==> src/rtl/rv32i_fetch_test_sequencer.sv <==
// rtl/rv32i_fetch_test_sequencer.sv - command sequencer driving RV32I fetch-stage image load, run and reset
module rv32i_fetch_test_sequencer #(
    parameter int          DATA_W    = 32,
    parameter int          ADDR_W    = 8,
    parameter int          CYCLE_W   = 9,
    parameter logic [31:0] LOAD_BASE = 32'h0000_0000
) (
    input  logic               i_clk,
    input  logic               i_rst,
    input  logic               i_op_valid,
    input  logic [2:0]         i_op_code,
    input  logic [CYCLE_W-1:0] i_cycle_length,
    output logic               o_op_ready,
    output logic               o_tx_complete,
    input  logic               i_rx_continue,
    output logic               o_dut_rst,
    output logic               o_wr_en,
    output logic [31:0]        o_wr_addr,
    output logic [DATA_W-1:0]  o_wr_data,
    input  logic               i_wr_valid,
    input  logic               i_latch_en,
    output logic [CYCLE_W-1:0] o_latch_count,
    output logic               o_err,
    output logic               o_sim_done
);

    localparam logic [2:0] S_IDLE  = 3'd0;
    localparam logic [2:0] S_LOAD  = 3'd1;
    localparam logic [2:0] S_FETCH = 3'd2;
    localparam logic [2:0] S_RST   = 3'd3;
    localparam logic [2:0] S_DONE  = 3'd4;
    localparam logic [2:0] S_END   = 3'd5;

    localparam logic [2:0] OP_LOAD     = 3'b000;
    localparam logic [2:0] OP_FETCH    = 3'b001;
    localparam logic [2:0] OP_END      = 3'b010;
    localparam logic [2:0] OP_RESET    = 3'b011;
    localparam logic [2:0] OP_LOAD_INV = 3'b100;

    logic [2:0]         state_q, state_d;
    logic [ADDR_W-1:0]  k_q, k_d;
    logic               inv_q, inv_d;
    logic [CYCLE_W-1:0] remain_q, remain_d;
    logic [CYCLE_W-1:0] count_q, count_d;
    logic               err_q, err_d;
    logic               dut_rst_q, dut_rst_d;
    logic               cont_q;
    logic [31:0]        k_addr;
    logic [DATA_W-1:0]  k_data;

    always_comb begin
        state_d  = state_q;
        k_d      = k_q;
        inv_d    = inv_q;
        remain_d = remain_q;
        count_d  = count_q;
        err_d    = err_q;
        case (state_q)
            S_IDLE: begin
                if (i_op_valid) begin
                    case (i_op_code)
                        OP_LOAD, OP_LOAD_INV: begin
                            state_d = S_LOAD;
                            k_d     = '0;
                            inv_d   = (i_op_code == OP_LOAD_INV);
                        end
                        OP_FETCH: begin
                            state_d  = S_FETCH;
                            remain_d = i_cycle_length;
                            count_d  = '0;
                        end
                        OP_END:   state_d = S_END;
                        OP_RESET: state_d = S_RST;
                        default: begin
                            state_d = S_DONE;
                            err_d   = 1'b1;
                        end
                    endcase
                end
            end
            S_LOAD: begin
                if (i_wr_valid) begin
                    if (k_q == '1) state_d = S_DONE;
                    else           k_d = k_q + 1'b1;
                end
            end
            S_FETCH: begin
                if (i_latch_en && count_q != '1) count_d = count_q + 1'b1;
                // N=0 and N=1 both spend a single cycle here
                if (remain_q <= CYCLE_W'(1)) state_d = S_DONE;
                else                         remain_d = remain_q - 1'b1;
            end
            S_RST:  state_d = S_DONE;
            S_DONE: if (i_rx_continue && !cont_q) state_d = S_IDLE;
            S_END:  state_d = S_END;
            default: state_d = S_IDLE;
        endcase
        dut_rst_d = (state_d == S_LOAD) || (state_d == S_RST);
    end

    always_ff @(posedge i_clk or posedge i_rst) begin
        if (i_rst) begin
            state_q   <= S_IDLE;
            k_q       <= '0;
            inv_q     <= 1'b0;
            remain_q  <= '0;
            count_q   <= '0;
            err_q     <= 1'b0;
            dut_rst_q <= 1'b1;
            cont_q    <= 1'b0;
        end else begin
            state_q   <= state_d;
            k_q       <= k_d;
            inv_q     <= inv_d;
            remain_q  <= remain_d;
            count_q   <= count_d;
            err_q     <= err_d;
            dut_rst_q <= dut_rst_d;
            cont_q    <= i_rx_continue;
        end
    end

    always_comb begin
        k_addr                = '0;
        k_addr[ADDR_W-1:0]    = k_q;
        k_data                = '0;
        k_data[ADDR_W-1:0]    = k_q;
    end

    assign o_op_ready    = (state_q == S_IDLE);
    assign o_tx_complete = (state_q == S_DONE);
    assign o_wr_en       = (state_q == S_LOAD);
    assign o_wr_addr     = o_wr_en ? (LOAD_BASE + k_addr) : 32'h0;
    assign o_wr_data     = o_wr_en ? (inv_q ? ~k_data : k_data) : '0;
    assign o_dut_rst     = dut_rst_q;
    assign o_latch_count = count_q;
    assign o_err         = err_q;
    assign o_sim_done    = (state_q == S_END);

endmodule

==> config.mk <==
export PLATFORM = sky130hd
export DESIGN_NAME = rv32i_fetch_test_sequencer
export DESIGN_NICKNAME = d
export VERILOG_FILES = /design/src/rtl/rv32i_fetch_test_sequencer.sv
export SDC_FILE = /design/constraint.sdc
export NUM_CORES = 1
export LEC_CHECK = 0
export ABC_AREA = 0
export CAP_MARGIN = 20
export CORE_ASPECT_RATIO = 0.6
export CORE_MARGIN = 2
export CORE_UTILIZATION = 39
export CTS_CLUSTER_DIAMETER = 80
export DETAILED_ROUTE_END_ITERATION = 7
export HOLD_SLACK_MARGIN = 0.03
export PLACE_DENSITY = 0.75
export SLEW_MARGIN = 30
export SYNTH_ARGS = -nofsm -noshare
export SYNTH_HDL_FRONTEND = slang
export SYNTH_SLANG_ARGS = --single-unit
==> constraint.sdc <==
create_clock -name i_clk -period 2.4 [get_ports i_clk]
set_clock_uncertainty 0.1 [all_clocks]
set_input_delay 0.48 -clock i_clk [delete_from_list [all_inputs] [get_ports i_clk]]
set_output_delay 0.48 -clock i_clk [all_outputs]
set_load 0.02 [all_outputs]
==> results of run 1 <==
## stage by stage
stage	setup WS (ns)	cell area, um2	hold slack (ns)	instances	setup TNS (ns)
CTS	0.0001725	3239	0.4146	443	0
global route	-0.02662	3274	0.4445	443	-0.4283
detailed placement	0.002302	3199	0.3964	435	0
global placement	0.07627	3199	0.3913	435	0
finish	0.08957	3274	0.4126	443	0
floorplan	0.007574	2592	0.4087	313	0
## synthesized netlist by cell type, types with 6 or more instances
| cell type | count |
|---|---|
| a21oi_1 | 16 |
| and2_1 | 10 |
| buf_4 | 47 |
| clkbuf_1 | 10 |
| dfrtp_1 | 32 |
| inv_1 | 13 |
| nand2_1 | 21 |
| nand3_1 | 11 |
| nor2_1 | 22 |
| o21ai_0 | 18 |
| or3_1 | 6 |
| xnor2_1 | 8 |
## cell families (layout without fill, tap and decap cells)
family	after synthesis	in the layout	synth area share [%]
AOI/OAI and AO/OA	63	63	16.94
other	1	24	0.1498
xor gates and xnor gates	10	10	3.498
buffers and inverters	72	118	18.19
muxes	5	5	2.349
adders and majority gates	5	5	2.499
and+or+nand+nor	101	101	23.34
DFF	33	33	33.03
## power by group through the flow
stage	Sequential (mW)	Clock, mW	Combinational [mW]
2_1_floorplan	0.880	0	1.01
3_3_place_gp	0.889	0	1.54
3_5_place_dp	0.896	0	1.57
4_1_cts	0.886	0.418	1.49
5_1_grt	0.914	0.451	1.61
6_report	0.889	0.416	1.48
## placed cells by master, fill, tap and decap left out, types with 2 or more instances in the layout
master,netlist,final
or4_1,5,5
clkbuf_1,10,3
nand3_1,11,11
o41ai_1,3,3
dlygate4sd2_1,0,28
and2_1,10,9
dlymetal6s2s_1,0,11
clkdlybuf4s50_1,0,29
a2bb2oi_1,2,2
xnor2_1,8,8
o21ai_0,18,18
inv_1,13,13
buf_4,47,25
and3_1,2,2
clkdlybuf4s15_1,0,4
xor2_1,2,2
or3_1,6,6
mux2_2,3,3
dfrtp_1,32,32
o31ai_1,4,4
nor3b_1,2,2
nor4_1,4,4
conb_1,1,24
nor2_1,22,22
nand4_1,2,2
o22ai_1,2,2
o311ai_0,4,4
nor3_1,4,4
a21oi_1,16,16
o211ai_1,2,2
clkbuf_8,0,5
nand2_1,21,21
ha_1,5,5
## state kept, by name, summed over array words and instances (netlist names)
signal         flops
o_latch_count      9
o_err              1
remain_q           9
state_q            3
o_dut_rst          1
cont_q             1
k_q                8
inv_q              1
## timing repair
action,in CTS,in global routing
gates resized for setup,32,16
buffers inserted,0,0
endpoints found under the setup margin,32,38
pin swaps,0,0
## final cells by class
class                   instances  area (um2)
repair buffers                 97       900.9
well taps                      84       105.1
inverters                      13       48.80
flip-flops and latches         33       827.0
clock buffers                   8       80.08
fillers                       579        2892
multi-input cells             208        1313
## how the worst max path moves through the flow
stage                               end       start  slack [ns]
after floorplan           o_wr_data[10]  state_q[0]       0.008
after global placement           k_q[5]  i_op_valid        0.08
after detailed placement         k_q[5]  i_op_valid       0.002
after CTS                  o_wr_addr[1]  state_q[2]      0.0002
after global routing      o_wr_data[18]  state_q[2]       -0.03
final                     o_wr_data[18]  state_q[2]        0.09
## metal layers
layer,wire (um),part of all wire [%]
met1,3204,51
met4,38,0.60
met5,0,0
met2,2805,44
met3,276,4.4
==> flow_metrics.tcl, run 1 <==
set metrics [dict create \
    use_met1_pct 27.12 \
    holdPathStages 1 \
    core_mm2 0.006166 \
    fin_nets 381 \
    start_kind "register" \
    rsz0062_at_grt "yes" \
    wirelength_um 6324 \
    min_period_over_period_pct 96.27 \
    initial_core_util_pct 40.60 \
    yosysTopAreaCell "dfrtp_1" \
    ys_seq_area_share_pct 33.03 \
    finalPower_mw 2.781 \
    gr-usage-met2_pct 27.61 \
    path_class "register to output port" \
    p_sw_share_pct 43.66 \
    comb_power_share_pct 53.1 \
    grt_pass1_wl_um 10360 \
    timing.rr.start "o_latch_count[5]" \
    holdPathEnd "o_err" \
    grt_pass1_vias 2077 \
    port-buffer-count 72 \
    rr_worst_depth 8 \
    htreeDepth 2 \
    crit_path_max_incr_delay_ns 0.38 \
    clock-sinks 33 \
    top_usage_layer "met2" \
    holdBufCountCts 0 \
    switchingPower_mw 1.214 \
    grt_max_degree 34 \
    clockBufferDepth 2 \
    pwr-share-clk_pct 15.0 \
    hold_start "o_err" \
    wire_per_inst_um 14.28 \
    ant_nets 0 \
    drc 0 \
    critical_path_arrival_ns 1.73 \
    grt_overflow 0 \
    cp_max_fo 24 \
    synth_warnings 0 \
    vias 2196 \
    cp.depth 5 \
    yosysUniqueCellTypes 57 \
    place.gp.congestion 0.8142 \
    clkLatencyLatePin_ns 0.29 \
    cts_buffers 5 \
    async_flop_share_pct 100.0 \
    reg2reg_slack_ns 0.17 \
    via_per_inst 4.957 \
    period_minus_slack_ns 2.310 \
    clockRootBuffer "clkbuf_8" \
    path_cells "nor2_1 -> nand2_1 -> inv_1 -> and2_4 -> dlygate4sd2_1" \
    leakage_nw 1.651 \
    rows 22 \
    drive_above_1_share_pct 13.37 \
    drv_slew 0 \
    crit_path_end_kind "output port" \
    maxCapViolations 0 \
    timing.critical_path.max_delay_family "buffers and inverters" \
    synth_top_area_share_pct 31.98 \
    ys_ff_latch 33 \
    hold_viol 0 \
    r2r_end "o_latch_count[7]" \
    syn_area_mm2 0.002504 \
    synth_edf_count 0 \
    grt_util_met3_pct 4.433 \
    die_width_um 107.4 \
    synth.area.top_cells "dfrtp_1, buf_4, o21ai_0" \
    seqPwrFrac_pct 32.0 \
    fmax_mhz 432.8 \
    globalRouteTotalUtil_pct 18.47 \
    crit_slowest_cell "dfrtp_1" \
    setup-violations-final 0 \
    clkTransAtPathRegs_ns 0.07 \
    die_area_mm2 0.007097 \
    die_y_um 66.06 \
    dpl.hpwl_um 4875 \
    syn_inst 290 \
    area_growth_pct 30.78 \
    ios 97 \
    dr.pass1.iters 4 \
    p_int_mw 1.567 \
    power_density_mw_per_mm2 849.4 \
    ys.flop_type "dfrtp_1" \
    cts_tree "yes" \
    post-route-util_pct 53.10 \
    status "finished, final reports clean" \
    drt_iter0_drc 213 \
    synth.avg_cell_area_um2 8.633 \
    hold_class "register to register" \
    required_ns 1.82 \
    antenna_cells 0 \
    antenna_found_initial 0 \
    crit_buf_inv 2 \
    vdd_drop_max_v 0.0003573 \
]
Power figures use the tool's default switching activity.
==> run 2: changes to the inputs <==
--- a/config.mk
+++ b/config.mk
@@ -13,8 +13,8 @@
 export CTS_CLUSTER_DIAMETER = 80
 export DETAILED_ROUTE_END_ITERATION = 7
 export HOLD_SLACK_MARGIN = 0.03
-export PLACE_DENSITY = 0.75
-export SLEW_MARGIN = 30
+export PLACE_DENSITY = 0.73
+export SLEW_MARGIN = 20
 export SYNTH_ARGS = -nofsm -noshare
 export SYNTH_HDL_FRONTEND = slang
 export SYNTH_SLANG_ARGS = --single-unit
==> constraint.sdc (replaced) <==
create_clock -name i_clk -period 2.65 [get_ports i_clk]
set_clock_uncertainty 0.1 [all_clocks]
set_input_delay 0.53 -clock i_clk [delete_from_list [all_inputs] [get_ports i_clk]]
set_output_delay 0.53 -clock i_clk [all_outputs]
set_load 0.02 [all_outputs]
==> run 2 against run 1 <==
Die area is the same. Non-clock buffer count shrank 10. Hold slack lost 0.0010 ns. Sequential share of layout area shrank 0.20 points. First-iteration DRC count shrank 37%. Sequential cell count is the same. Combinational power shrank 7%. Critical path type unchanged. Largest power group unchanged.
==> flow_metrics.tcl, run 2 (synthesized netlist as in run 1, its figures left out) <==
set metrics [dict create \
    crit_slowest_cell "clkdlybuf4s50_1" \
    rsz0062_at_grt "no" \
    critical_path_arrival_ns 1.89 \
    layout_common_cells "clkdlybuf4s50_1, dfrtp_1, dlymetal6s2s_1" \
    place.gp.congestion 0.8208 \
    grt_max_degree 34 \
    start_kind "register" \
    globalRouteTotalUtil_pct 17.07 \
    wirelength_um 6246 \
    clkTransAtPathRegs_ns 0.07 \
    crit_path_max_incr_delay_ns 0.62 \
    hold_start "o_err" \
    wire_per_inst_um 14.42 \
    path_cells "buf_4 -> or2_2 -> nor2_1 -> clkdlybuf4s50_1" \
    via_per_inst 5.016 \
    crit_buf_inv 2 \
    timing.critical_path.max_delay_family "buffers and inverters" \
    cp_max_fo 8 \
    crit_start "state_q[2]" \
    antenna_cells 0 \
    maxCapViolations 0 \
    finalWorstSetupSlack_ns 0.1296 \
    clockRootBuffer "clkbuf_8" \
    required_ns 2.02 \
    core_mm2 0.006166 \
    fin_nets 371 \
    antenna_found_initial 0 \
    hold_class "register to register" \
    status "finished, final reports clean" \
    grt_overflow 0 \
    ios 97 \
    holdBufCountCts 0 \
    clkLatencyLatePin_ns 0.29 \
    hold_viol 0 \
    clock-sinks 33 \
    dpl.hpwl_um 4584 \
    dp_slack_ns 0.08609 \
    timing.rr.start "o_latch_count[2]" \
    fmax_mhz 396.8 \
    drv_slew 0 \
    vdd_drop_max_v 0.0003744 \
    port-buffer-count 72 \
    maxSlewHeadroom_pct 61.66 \
    min_period_over_period_pct 95.11 \
    period_minus_slack_ns 2.520 \
    initial_core_util_pct 40.60 \
    grt_pass1_vias 1934 \
    drc 0 \
    vias 2172 \
    die_area_mm2 0.007097 \
    setup-violations-final 0 \
    layout_commonest_cell "clkdlybuf4s50_1" \
    cts_buffers 5 \
    power_density_mw_per_mm2 789.5 \
    finalSetupTns_ns 0 \
    dr.pass1.iters 4 \
    worst_hold_slack_ns 0.4116 \
    drt_iter0_drc 135 \
    cts_tree "yes" \
    clockBufferDepth 2 \
    grt_pass1_wl_um 9563 \
    area_growth_pct 31.83 \
    rows 22 \
    ant_nets 0 \
    path_class "register to output port" \
    tightest_slew_ns 0.5751 \
    die_y_um 66.06 \
    crit_path_end_kind "output port" \
    drive_above_1_share_pct 11.46 \
    leakage_nw 1.836 \
    die_width_um 107.4 \
    htreeDepth 2 \
]
-- run 2: routing by layer --
metal  GRT usage, %  share of wire, %  vias to the layer above
met3          4.335               5.6                        6
li1               -                 -                     1069
met1          24.86                50                     1029
met4          4.006              0.53                        0
met5              0                 0                        -
met2          25.24                43                       68
-- run 2: final cells by class --
class / instances / area [um2]
clock buffer: 7 / 96.34
clock inverter: 1 / 5.005
fill: 560 / 2865
inverter: 13 / 48.80
multi-input combinational: 208 / 1310
sequential: 33 / 827.0
tap: 84 / 105.1
timing repair buffer: 87 / 908.4
-- run 2: worst paths after layout --
kind,end,slack (ns),depth (start not counted)
setup / recovery,o_op_ready,0.13,4
hold / removal,o_err,0.41,1
hold reg to reg,o_err,0.41,1
setup reg to reg,o_latch_count[7],0.23,8
min in group asynchronous,o_latch_count[5],0.54,3
max in group asynchronous,o_dut_rst,1.56,3
-- run 2: timing repair --
| action | in CTS | in global routing |
|---|---|---|
| buffers inserted | 0 | 0 |
| cloned | 0 | 0 |
| setup endpoints to repair | 24 | 30 |
| gates resized for setup | 1 | 30 |
-- run 2: power breakdown --
group          leakage, nW  internal (mW)  switching, mW  total, mW
Sequential           0.410          0.646          0.167      0.813
Combinational         1.37          0.629          0.738       1.37
Clock               0.0542          0.235          0.191      0.426
Total                 1.84           1.51           1.10       2.61
-- run 2: metrics by stage --
| step | std cells | util (%) | instance area (um2) | power, mW |
|---|---|---|---|---|
| after floorplan | 313 | - | 2591 | 1.705 |
| after global placement | 425 | 50.65 | 3123 | 2.177 |
| after detailed placement | 425 | 50.65 | 3123 | 2.190 |
| after CTS | 433 | 52.31 | 3226 | 2.629 |
| after global routing | 433 | 53.53 | 3301 | 2.781 |
| final | 433 | 53.53 | 3301 | 2.606 |
-- run 2: worst register-to-register path, cell delays in order (launching register included) --
cell     delay, ns
dfrtp_1       0.44
and4_1        0.24
nand2_1       0.10
nor2_1        0.06
ha_1          0.17
nor2b_1       0.29
a22oi_2       0.24
or4_1         0.56
a21oi_1       0.15
==> run 3: changes to the inputs <==
--- a/config.mk
+++ b/config.mk
@@ -11,9 +11,10 @@
 export CORE_MARGIN = 2
 export CORE_UTILIZATION = 39
 export CTS_CLUSTER_DIAMETER = 80
+export CTS_CLUSTER_SIZE = 20
 export DETAILED_ROUTE_END_ITERATION = 7
 export HOLD_SLACK_MARGIN = 0.03
-export PLACE_DENSITY = 0.73
+export PLACE_DENSITY = 0.72
 export SLEW_MARGIN = 20
 export SYNTH_ARGS = -nofsm -noshare
 export SYNTH_HDL_FRONTEND = slang
==> run 3 against run 2 <==
Clock power fell by 14%. Final cell count rose by 0.69%. Wire length fell by 1.6%. Register-to-register slack improved by 0.04 ns. Hold slack got worse by 0.037 ns. Global-route usage rose by 0.17 points. Setup slack got worse by 0.018 ns. Non-clock buffer count rose by 3. Combinational power barely moved. Count of clock-buffer cells in the layout rose by 1. Critical path depth rose by 1. Critical path type unchanged. Largest cell class unchanged.
==> flow_metrics.tcl, run 3 (synthesized netlist as in run 1, its figures left out) <==
set metrics [dict create \
    status "finished, final reports clean" \
    finalPower_mw 2.561 \
    hold_start "o_err" \
    finalWorstSetupSlack_ns 0.1114 \
    holdBufCountCts 0 \
    required_ns 2.02 \
    period_minus_slack_ns 2.539 \
    holdPathEnd "o_err" \
    hold_viol 0 \
    reg2reg_slack_ns 0.27 \
    multiInputGateArea_mm2 0.001310 \
    drive_above_1_share_pct 11.36 \
    core_mm2 0.006166 \
    layout_common_cells "clkdlybuf4s50_1, dfrtp_1, conb_1" \
    path_class "register to output port" \
    initial_core_util_pct 40.60 \
    die_area_mm2 0.007097 \
    power_density_mw_per_mm2 789.4 \
    via_per_inst 4.995 \
    cts_buffers 5 \
    fmax_mhz 393.9 \
    antenna_found_initial 0 \
    grt_pass1_wl_um 9653 \
    port-buffer-count 72 \
    wirelength_um 6147 \
    die_width_um 107.4 \
    setup-violations-final 0 \
    clockBufferDepth 2 \
    clock-sinks 33 \
    clkTransAtPathRegs_ns 0.07 \
    grt_overflow 0 \
    grt_pass1_vias 1919 \
    die_y_um 66.06 \
    postCtsSetupBuffers 0 \
    place.gp.congestion 0.8217 \
    ios 97 \
    start_kind "register" \
    clkLatencyLatePin_ns 0.28 \
    n_fill_cell 561 \
    grt_max_degree 34 \
    tightest_slew_ns 0.5852 \
    hold_class "register to register" \
    maxCapViolations 0 \
    layout_commonest_cell "clkdlybuf4s50_1" \
    dp_slack_ns 0.03047 \
    cts_tree "yes" \
    vdd_drop_max_v 0.0004519 \
    clockRootBuffer "clkbuf_8" \
    dr.pass1.iters 4 \
    htreeDepth 2 \
    critical_path_arrival_ns 1.91 \
    drv_slew 0 \
    worst_hold_slack_ns 0.3744 \
    leakage_nw 1.435 \
    drt_iter0_drc 141 \
    rr_worst_depth 8 \
    cp_max_fo 24 \
    timing.rr.start "o_latch_count[2]" \
    globalRouteTotalUtil_pct 17.24 \
    seq_area_um2 827.0 \
    min_period_over_period_pct 95.80 \
    dpl.hpwl_um 4688 \
    fin_nets 374 \
    crit_path_end_kind "output port" \
    antenna_cells 0 \
    wire_per_inst_um 14.10 \
    area_growth_pct 29.59 \
    drc 0 \
    holdPathStages 1 \
    rows 22 \
    vias 2178 \
    ant_nets 0 \
    maxSlewHeadroom_pct 60.99 \
    r2r_end "o_latch_count[5]" \
]
[run 3: changes by cell type in the layout (fill, tap and decap cells not counted), sizes merged]
cell           delta
clkbuf            +1
dlymetal6s2s     -23
clkinv            -1
clkdlybuf4s50    +23
buf               +3
[run 3: critical path, stage by stage (launching register included)]
cell and delay (ns):
dfrtp_1 0.38, nor2_1 0.15, nand2_1 0.10, inv_1 0.09, and2_4 0.27, clkdlybuf4s50_1 0.65
[run 3: worst max-delay path by stage]
stage	slack, ns	end	cells past startpoint	startpoint
4_1_cts	0.07	o_wr_data[12]	5	state_q[2]
2_1_floorplan	0.07	o_wr_data[10]	6	state_q[0]
3_5_place_dp	0.03	k_q[5]	5	i_op_valid
6_report	0.11	o_wr_data[30]	5	state_q[2]
3_3_place_gp	0.12	k_q[5]	5	i_op_valid
5_1_grt	-0.003	o_wr_data[17]	5	state_q[2]
[run 3: final cells by class]
| cell class | instances | area share (%) |
|---|---|---|
| Multi-Input combinational cell | 208 | 40.38 |
| Sequential cell | 33 | 25.49 |
| Clock buffer | 8 | 2.468 |
| Inverter | 13 | 1.504 |
| Tap cell | 84 | 3.239 |
| Timing Repair Buffer | 90 | 26.92 |
[run 3: power by group]
| part | internal, mW | leakage (nW) | switching [mW] |
|---|---|---|---|
| registers | 0.646 | 0.410 | 0.167 |
| logic | 0.646 | 0.986 | 0.736 |
| clock network | 0.187 | 0.0395 | 0.179 |
| total | 1.48 | 1.44 | 1.08 |
[run 3: metal layers]
metal | GRT usage (%) | wire length (um)
met5 | 0 | 0
met4 | 2.724 | 19
met3 | 4.138 | 300
met2 | 25.47 | 2752
met1 | 25.74 | 3074
[run 3: repair_timing]
item / 4_1_cts / 5_1_grt
endpoints found under the setup margin: 24 / 24
gates resized for setup: 1 / 7
gates cloned: 0 / 0
[run 3: stage by stage]
| step | instances | TNS, ns | cell area [um2] | util (%) |
|---|---|---|---|---|
| global placement | 428 | 0 | 3146 | 51.01 |
| global route | 436 | -0.01548 | 3244 | 52.62 |
| detailed placement | 428 | 0 | 3146 | 51.01 |
| finish | 436 | 0 | 3244 | 52.62 |
| floorplan | 313 | 0 | 2591 | - |
| CTS | 436 | 0 | 3227 | 52.33 |
